## config.mk

```make
export PLATFORM = sky130hd
export DESIGN_NAME = serial_adder
export DESIGN_NICKNAME = d
export VERILOG_FILES = /design/src/rtl/serial_adder_pkg.sv /design/src/rtl/serial_adder_fulladder.sv /design/src/rtl/serial_adder.sv
export SDC_FILE = /design/constraint.sdc
export NUM_CORES = 1
export LEC_CHECK = 0
export ABC_AREA = 1
export BUFFER_PORTS_ARGS = -buffer_cell sky130_fd_sc_hd__buf_2
export CAP_MARGIN = 5
export CORE_AREA = 2 2 90 49
export CTS_BUF_LIST = sky130_fd_sc_hd__clkbuf_16
export DETAILED_ROUTE_END_ITERATION = 8
export DIE_AREA = 0 0 92 51
export GPL_TIMING_DRIVEN = 1
export PLACE_DENSITY_LB_ADDON = 0.25
export SLEW_MARGIN = 20
export SYNTH_ARGS = -nofsm -noshare
export SYNTH_HDL_FRONTEND = slang
export SYNTH_SLANG_ARGS = --single-unit
```

## constraint.sdc

```tcl
create_clock -name clk -period 1.8 [get_ports clk]
set_clock_uncertainty 0.15 [all_clocks]
set_input_delay 0.36 -clock clk [delete_from_list [all_inputs] [get_ports clk]]
set_output_delay 0.36 -clock clk [all_outputs]
set_load 0.01 [all_outputs]
```

## src/rtl/serial_adder_pkg.sv

```systemverilog
// Shared definitions for the bit-serial adder: state encodings and legal width range.
package serial_adder_pkg;

    typedef enum logic [1:0] {
        ST_IDLE  = 2'd0,
        ST_SHIFT = 2'd1,
        ST_DONE  = 2'd2
    } state_t;

    localparam int WIDTH_MIN = 2;
    localparam int WIDTH_MAX = 32;

    function automatic bit width_legal(input int w);
        return (w >= WIDTH_MIN) && (w <= WIDTH_MAX);
    endfunction

endpackage

```

## src/rtl/serial_adder_fulladder.sv

```systemverilog
// Single-bit full adder cell; the only arithmetic element of the serial adder.
module fulladder (
    input  logic a,
    input  logic b,
    input  logic c,
    output logic sum,
    output logic carry
);

    assign sum   = a ^ b ^ c;
    assign carry = (a & b) | (c & (a ^ b));

endmodule

```

## src/rtl/serial_adder.sv

```systemverilog
// Bit-serial WIDTH-bit adder: one fulladder cell, carry held in a flop between bits,
// operands consumed LSB first, result valid with a one-cycle done pulse.
//
//   state    | meaning
//   ---------+-----------------------------------------------------------
//   ST_IDLE  | waiting for start; outputs hold last result
//   ST_SHIFT | adding one bit pair per clock, busy=1
//   ST_DONE  | done=1 for one cycle; start here reloads with no gap cycle
module serial_adder
    import serial_adder_pkg::*;
#(
    parameter  int WIDTH = 8,
    localparam int CNT_W = $clog2(WIDTH)
) (
    input  logic             clk,
    input  logic             rst,
    input  logic             start,
    input  logic [WIDTH-1:0] a_in,
    input  logic [WIDTH-1:0] b_in,
    input  logic             cin,
    output logic             busy,
    output logic             done,
    output logic [WIDTH-1:0] sum_out,
    output logic             cout
);

    generate
        if (!width_legal(WIDTH)) begin : g_bad_width
            $error("serial_adder: WIDTH out of legal range");
        end
    endgenerate

    state_t           state;
    logic [WIDTH-1:0] a_sr;
    logic [WIDTH-1:0] b_sr;
    logic [WIDTH-1:0] sum_sr;
    logic             c_ff;
    logic [CNT_W-1:0] cnt;

    logic             fa_sum;
    logic             fa_carry;
    logic [WIDTH-1:0] sum_next;

    fulladder u_fa (
        .a     (a_sr[0]),
        .b     (b_sr[0]),
        .c     (c_ff),
        .sum   (fa_sum),
        .carry (fa_carry)
    );

    // New sum bit enters at the MSB so after WIDTH shifts the LSB sits at bit 0.
    assign sum_next = {fa_sum, sum_sr[WIDTH-1:1]};

    always_ff @(posedge clk) begin
        if (rst) begin
            state   <= ST_IDLE;
            busy    <= 1'b0;
            done    <= 1'b0;
            sum_out <= '0;
            cout    <= 1'b0;
            a_sr    <= '0;
            b_sr    <= '0;
            sum_sr  <= '0;
            c_ff    <= 1'b0;
            cnt     <= '0;
        end else begin
            case (state)
                ST_IDLE, ST_DONE: begin
                    done <= 1'b0;
                    if (start) begin
                        a_sr  <= a_in;
                        b_sr  <= b_in;
                        c_ff  <= cin;
                        cnt   <= '0;
                        busy  <= 1'b1;
                        state <= ST_SHIFT;
                    end else begin
                        busy  <= 1'b0;
                        state <= ST_IDLE;
                    end
                end
                ST_SHIFT: begin
                    sum_sr <= sum_next;
                    a_sr   <= a_sr >> 1;
                    b_sr   <= b_sr >> 1;
                    c_ff   <= fa_carry;
                    if (cnt == CNT_W'(WIDTH - 1)) begin
                        sum_out <= sum_next;
                        cout    <= fa_carry;
                        busy    <= 1'b0;
                        done    <= 1'b1;
                        state   <= ST_DONE;
                    end else begin
                        cnt <= cnt + CNT_W'(1);
                    end
                end
                default: begin
                    busy  <= 1'b0;
                    done  <= 1'b0;
                    state <= ST_IDLE;
                end
            endcase
        end
    end

endmodule

```

==> results of run 1 <==
-- cells by family (layout without fill, tap and decap cells) --
group | after synthesis | in the layout | synth area share (%)
compound gates | 16 | 16 | 4.49
fa+ha+maj | 4 | 4 | 3.23
buf+inv | 53 | 82 | 12.7
flops | 39 | 39 | 43.8
simple gates | 148 | 148 | 35.8
-- cell type report --
| type | instances | share of cell area (%) |
|---|---|---|
| sequential | 39 | 36.5 |
| multi-input combinational | 168 | 36.4 |
| timing repair buffer | 35 | 10.5 |
| inverter | 39 | 6.85 |
| clock buffer | 5 | 5.85 |
| tap | 57 | 3.34 |
| clock inverter | 3 | 0.527 |
-- worst max-delay path by stage --
stage                     depth (start not counted)  slack, ns                  end
after CTS                                         6       0.28  cnt[0]$_SDFFE_PP0P_
after global placement                            6       0.31  cnt[0]$_SDFFE_PP0P_
after global routing                              6       0.12  cnt[0]$_SDFFE_PP0P_
final                                             6       0.29  cnt[0]$_SDFFE_PP0P_
after floorplan                                   6       0.43  cnt[0]$_SDFFE_PP0P_
after detailed placement                          6       0.29  cnt[0]$_SDFFE_PP0P_
-- worst register-to-register path, cell delays in order, from the launching register on --
cell and delay (ns):
dfxtp_1 0.32, ha_1 0.21, ha_1 0.18, inv_1 0.07, nand3_1 0.21, a21oi_1 0.21, nor2_1 0.06
-- routing by layer --
layer / share of wire, % / up-vias
li1: - / 856
met1: 53 / 677
met2: 42 / 24
met3: 4.3 / 5
met4: 0.54 / 0
met5: 0 / -
-- state kept, by name, indices dropped and copies added (netlist names) --
name     count
a_sr         8
b_sr         8
busy         1
c_ff         1
cnt          3
cout         1
done         1
state        1
sum_out      8
sum_sr       7
-- cells in the final DEF, fill, tap and decap left out --
cell type and n:
nor2_1 50, inv_2 1, o21ai_0 6, buf_12 3
nor3_1 14, a21oi_1 9, clkinv_1 2, nand3b_1 1
nand3_1 35, o21ai_1 1, nand2_1 46, clkbuf_16 5
fa_1 1, buf_4 2, inv_1 39, dfxtp_1 39
buf_2 30, nand2_2 1, ha_1 3, nor2_8 1
-- stage by stage --
step / util (%) / hold WS (ns) / power [mW] / setup WS [ns] / cells
floorplan: - / 0.279 / 1.19 / 0.428 / 260
global placement: 49.5 / 0.312 / 1.28 / 0.306 / 338
detailed placement: 49.5 / 0.314 / 1.28 / 0.293 / 338
CTS: 52.9 / 0.163 / 2.10 / 0.277 / 346
global route: 52.9 / 0.159 / 2.20 / 0.122 / 346
finish: 52.9 / 0.165 / 2.08 / 0.287 / 346
-- where the power goes --
| group | internal, mW | switching [mW] |
|---|---|---|
| clock network | 0.498 | 0.320 |
| registers | 0.927 | 0.0300 |
| logic | 0.126 | 0.180 |
==> flow_summary.json, run 1 <==
{
  "setup_viol": 0,
  "path_cells": "ha_1, ha_1, inv_1, nand3_1, a21oi_1, nor2_1",
  "place_area_um2": 2000,
  "firstDrtPassIters": 4,
  "die-area_um2": 4690,
  "avgSynthCellArea_um2": 6.86,
  "diodes": 0,
  "drtIter0Drc": 59,
  "hpwl_um": 2370,
  "port_buffers": 30,
  "ys_top_cells_by_count": "nor2_1 (50), nand2_1 (46), dfxtp_1 (39), inv_1 (38), nand3_1 (35)",
  "avgRoutedWirePerCell_um": 10.2,
  "synthCells": 260,
  "synth_nets": 284,
  "max_freq_mhz": 661,
  "ys_async_sr_fraction_pct": 0,
  "core_um2": 4040,
  "synth_top_area_cell": "dfxtp_1",
  "antenna_found_initial": 0,
  "numCtsBuffers": 5,
  "synth_top_cell_area_share_pct": 43.8,
  "io_pins": 31,
  "synth_ff_type": "dfxtp_1",
  "reg2reg_slack_ns": 0.29,
  "slowest_stage": "dfxtp_1",
  "grt_usage_pct": 16.9,
  "layout_min_cycle_time_ns": 1.51,
  "ys_ff_latch": 39,
  "yosysMostFrequentCell": "nor2_1",
  "fp.dieW_um": 92,
  "fin_area_um2": 2140,
  "syn-cell-area_um2": 1780,
  "slew_violations": 0,
  "status": "complete, no violations",
  "crit_fanout": 7,
  "nFillCells": 417,
  "min_path_type": "input port to flop",
  "num_rows": 17,
  "crit_type": "flop to flop",
  "grt.met3_usage_pct": 5.01,
  "cp-start-kind": "flop",
  "grt.overflow.total": 0,
  "cap_violations": 0,
  "ys_warn_count": 0,
  "rsz0062_at_grt": "false",
  "multi_input_area_um2": 777,
  "detail-route-antenna-nets": 0,
  "met1_usage_pct": 22.4,
  "path_buf_inv": 1,
  "reg2reg_from": "cnt[0]$_SDFFE_PP0P_",
  "drcViolationCount": 0,
  "cts_tree": "done",
  "clock_latency_ns": 0.27,
  "p_leak_nw": 1.07,
  "fin_crit_sh_pct": 84.0,
  "timing.rr.end": "cnt[0]$_SDFFE_PP0P_",
  "grt_pass1_wl_um": 6330,
  "synthTopCellsByArea": "dfxtp_1 (44%), nor2_1 (11%), nand3_1 (9.8%)",
  "worstPathArrival_ns": 1.53,
  "r2r_cells": 6,
  "cp_common_cell": "ha_1",
  "holdPathStages": 3,
  "worst_hold_path.endpoint": "b_sr[3]$_SDFFE_PP0P_",
  "grt_max_degree": 41,
  "cts-hold-fix-buffers": 0,
  "critical-path-max-stage-delay_ns": 0.32,
  "initial_core_util_pct": 44.1,
  "drt-vias-per-instance": 4.51,
  "nets": 312,
  "drive_gt1_share_pct": 14.9,
  "power_density_nw_per_um2": 974,
  "grt_pass1_vias": 1479,
  "finalHoldViolations": 0,
  "die_h_um": 51,
  "tns_ns": 0,
  "clk_path_buf_depth": 2,
  "wirelength_um": 3520,
  "place_congestion": 0.737,
  "seq_area_um2": 781,
  "top_usage_layer": "met2",
  "cts_resized": 0,
  "post_cts_buffers": 0,
  "root_buffer": "clkbuf_16",
  "startpoint": "cnt[0]$_SDFFE_PP0P_",
  "hp-start": "b_in[3]",
  "htreeDepth": 2,
  "synth-seq-area-share_pct": 43.8,
  "max-vdd-ir-drop_uv": 575,
  "crit_family": "adder cells",
  "critPathCaptureType": "flop",
  "syn2layout_area_growth_pct": 19.8,
  "gr-usage-met2_pct": 27.3,
  "cts.sinks": 39,
  "vias": 1562,
  "synth-edff-count": 0,
  "worst_pin_slew_ns": 0.285,
  "cp.required_ns": 1.81,
  "slew_headroom_pct": 81.0,
  "post_synth_num_cell_types": 20,
  "path_clk_slew_ns": 0.05
}
Power figures use the tool's default switching activity.
==> run 2: changes to the inputs <==
clock period = 1.42 ns   (was 1.8 ns; I/O delays follow)
==> run 2 against run 1 <==
- worst hold slack got worse by 0.082 ns
- combinational power is 38% higher
- count of clock-buffer cells in the layout stayed put
- worst setup slack lost 0.24 ns
- via count increased by 0.45%
==> flow_summary.json, run 2 (synthesis results as in run 1) <==
{
  "status": "complete, no violations",
  "final_util_pct": 55.0,
  "initial_core_util_pct": 44.1,
  "cts_tree": "done",
  "wirelength_um": 3620,
  "cp.required_ns": 1.44,
  "hpwl_um": 2380,
  "fin_crit_sh_pct": 96.4,
  "detail-route-antenna-nets": 0,
  "rsz0062_at_grt": "false",
  "drtIter0Drc": 77,
  "grt.met3_usage_pct": 5.46,
  "crit_type": "flop to flop",
  "die_h_um": 51,
  "diodes": 0,
  "fp.dieW_um": 92,
  "drcViolationCount": 0,
  "place_congestion": 0.718,
  "grt_usage_pct": 16.6,
  "worstPathArrival_ns": 1.39,
  "port_buffers": 30,
  "path_cells": "ha_2, ha_1, inv_2, nand3_4, a21oi_1, nor2_1",
  "mostFrequentLayoutCell": "nor2_1",
  "finalHoldViolations": 0,
  "path_buf_inv": 1,
  "gr-usage-met2_pct": 24.1,
  "io_pins": 31,
  "cap_violations": 0,
  "nets": 317,
  "root_buffer": "clkbuf_16",
  "slew_violations": 0,
  "hold_ws_ns": 0.0829,
  "max_freq_mhz": 730,
  "critical-path-max-stage-delay_ns": 0.32,
  "setup_viol": 0,
  "vias": 1569,
  "avgRoutedWirePerCell_um": 10.3,
  "clk_path_buf_depth": 2,
  "crit_fanout": 7,
  "htreeDepth": 2,
  "grt_max_degree": 41,
  "grt_pass1_vias": 1330,
  "antenna_found_initial": 0,
  "drt-vias-per-instance": 4.47,
  "slew_headroom_pct": 86.2,
  "slowest_stage": "dfxtp_1",
  "nFillCells": 411,
  "met1_usage_pct": 22.8,
  "power_density_nw_per_um2": 1200,
  "cp-start-kind": "flop",
  "reg_top3": "a_sr: 8 flops, b_sr: 8 flops, sum_out: 8 flops",
  "worst_pin_slew_ns": 0.204,
  "critPathCaptureType": "flop",
  "core_um2": 4040,
  "grt.overflow.total": 0,
  "die-area_um2": 4690,
  "post_cts_buffers": 0,
  "min_path_type": "input port to flop",
  "max-vdd-ir-drop_uv": 548,
  "cts.sinks": 39,
  "layout_common_cells": "nor2_1 (50), nand2_1 (45), inv_1 (38), dfxtp_1 (38), nand3_1 (34)",
  "top_usage_layer": "met2",
  "p_leak_nw": 1.10,
  "clock_latency_ns": 0.28,
  "num_rows": 17,
  "grt_pass1_wl_um": 5960,
  "crit_family": "adder cells",
  "layout_min_cycle_time_ns": 1.37,
  "syn2layout_area_growth_pct": 24.6,
  "firstDrtPassIters": 4,
  "numCtsBuffers": 5,
  "path_clk_slew_ns": 0.06,
  "drive_gt1_share_pct": 18.4
}
## run 2: cell count changes in the layout (fill, tap and decap cells not counted), sizes merged
cell and change:
buf +5
## run 2: where the power goes
part | leakage, nW | total (mW) | internal, mW | switching [mW]
Sequential | 0.321 | 1.21 | 1.18 | 0.0382
Clock | 0.0701 | 1.03 | 0.631 | 0.403
Combinational | 0.713 | 0.422 | 0.182 | 0.240
## run 2: final cells by class
type                            count  area [um^2]  share of cell area, %
Sequential cell                    39          782                   35.2
Inverter                           39          146                   6.58
Clock inverter                      3         11.3                  0.506
Clock buffer                        5          125                   5.63
Tap cell                           57         71.3                   3.21
Timing Repair Buffer               40          275                   12.4
Multi-Input combinational cell    168          812                   36.5
## run 2: path summary, 6_finish.rpt
kind	start	to	slack, ns	cells past startpoint
setup reg to reg	cnt[0]$_SDFFE_PP0P_	cnt[2]$_SDFFE_PP0P_	0.05	6
hold / removal	b_in[4]	b_sr[4]$_SDFFE_PP0P_	0.08	3
setup / recovery	cnt[0]$_SDFFE_PP0P_	cnt[2]$_SDFFE_PP0P_	0.05	6
hold reg to reg	a_sr[7]$_SDFFE_PP0P_	a_sr[7]$_SDFFE_PP0P_	0.34	2
## run 2: per-layer routing
layer | share of wire (%) | vias up | wire [um]
li1 | - | 868 | -
met1 | 55 | 681 | 1980
met2 | 41 | 18 | 1490
met3 | 3.7 | 2 | 135
met4 | 0.39 | 0 | 14
met5 | 0 | - | 0
## run 2: timing repair
item	CTS	global route
gates resized for setup	5	5
endpoints found under the hold margin	0	0
endpoints found under the setup margin	14	34
hold buffers	0	0
pin swaps	0	1
## run 2: worst min-delay path: stages
cell and delay [ns]:
buf_2 0.07, nor3_1 0.04, nor2_1 0.08
## run 2: through the flow
stage | setup TNS, ns | power, mW | cell area [um^2] | worst slack (ns) | std cells
2_1_floorplan | 0 | 1.51 | 1780 | 0.0482 | 260
3_3_place_gp | -0.136 | 1.64 | 2050 | -0.0424 | 343
3_5_place_dp | -0.405 | 1.64 | 2050 | -0.0840 | 343
4_1_cts | 0 | 2.69 | 2200 | 0.0157 | 351
5_1_grt | 0 | 2.81 | 2220 | 0.00178 | 351
6_report | 0 | 2.67 | 2220 | 0.0504 | 351
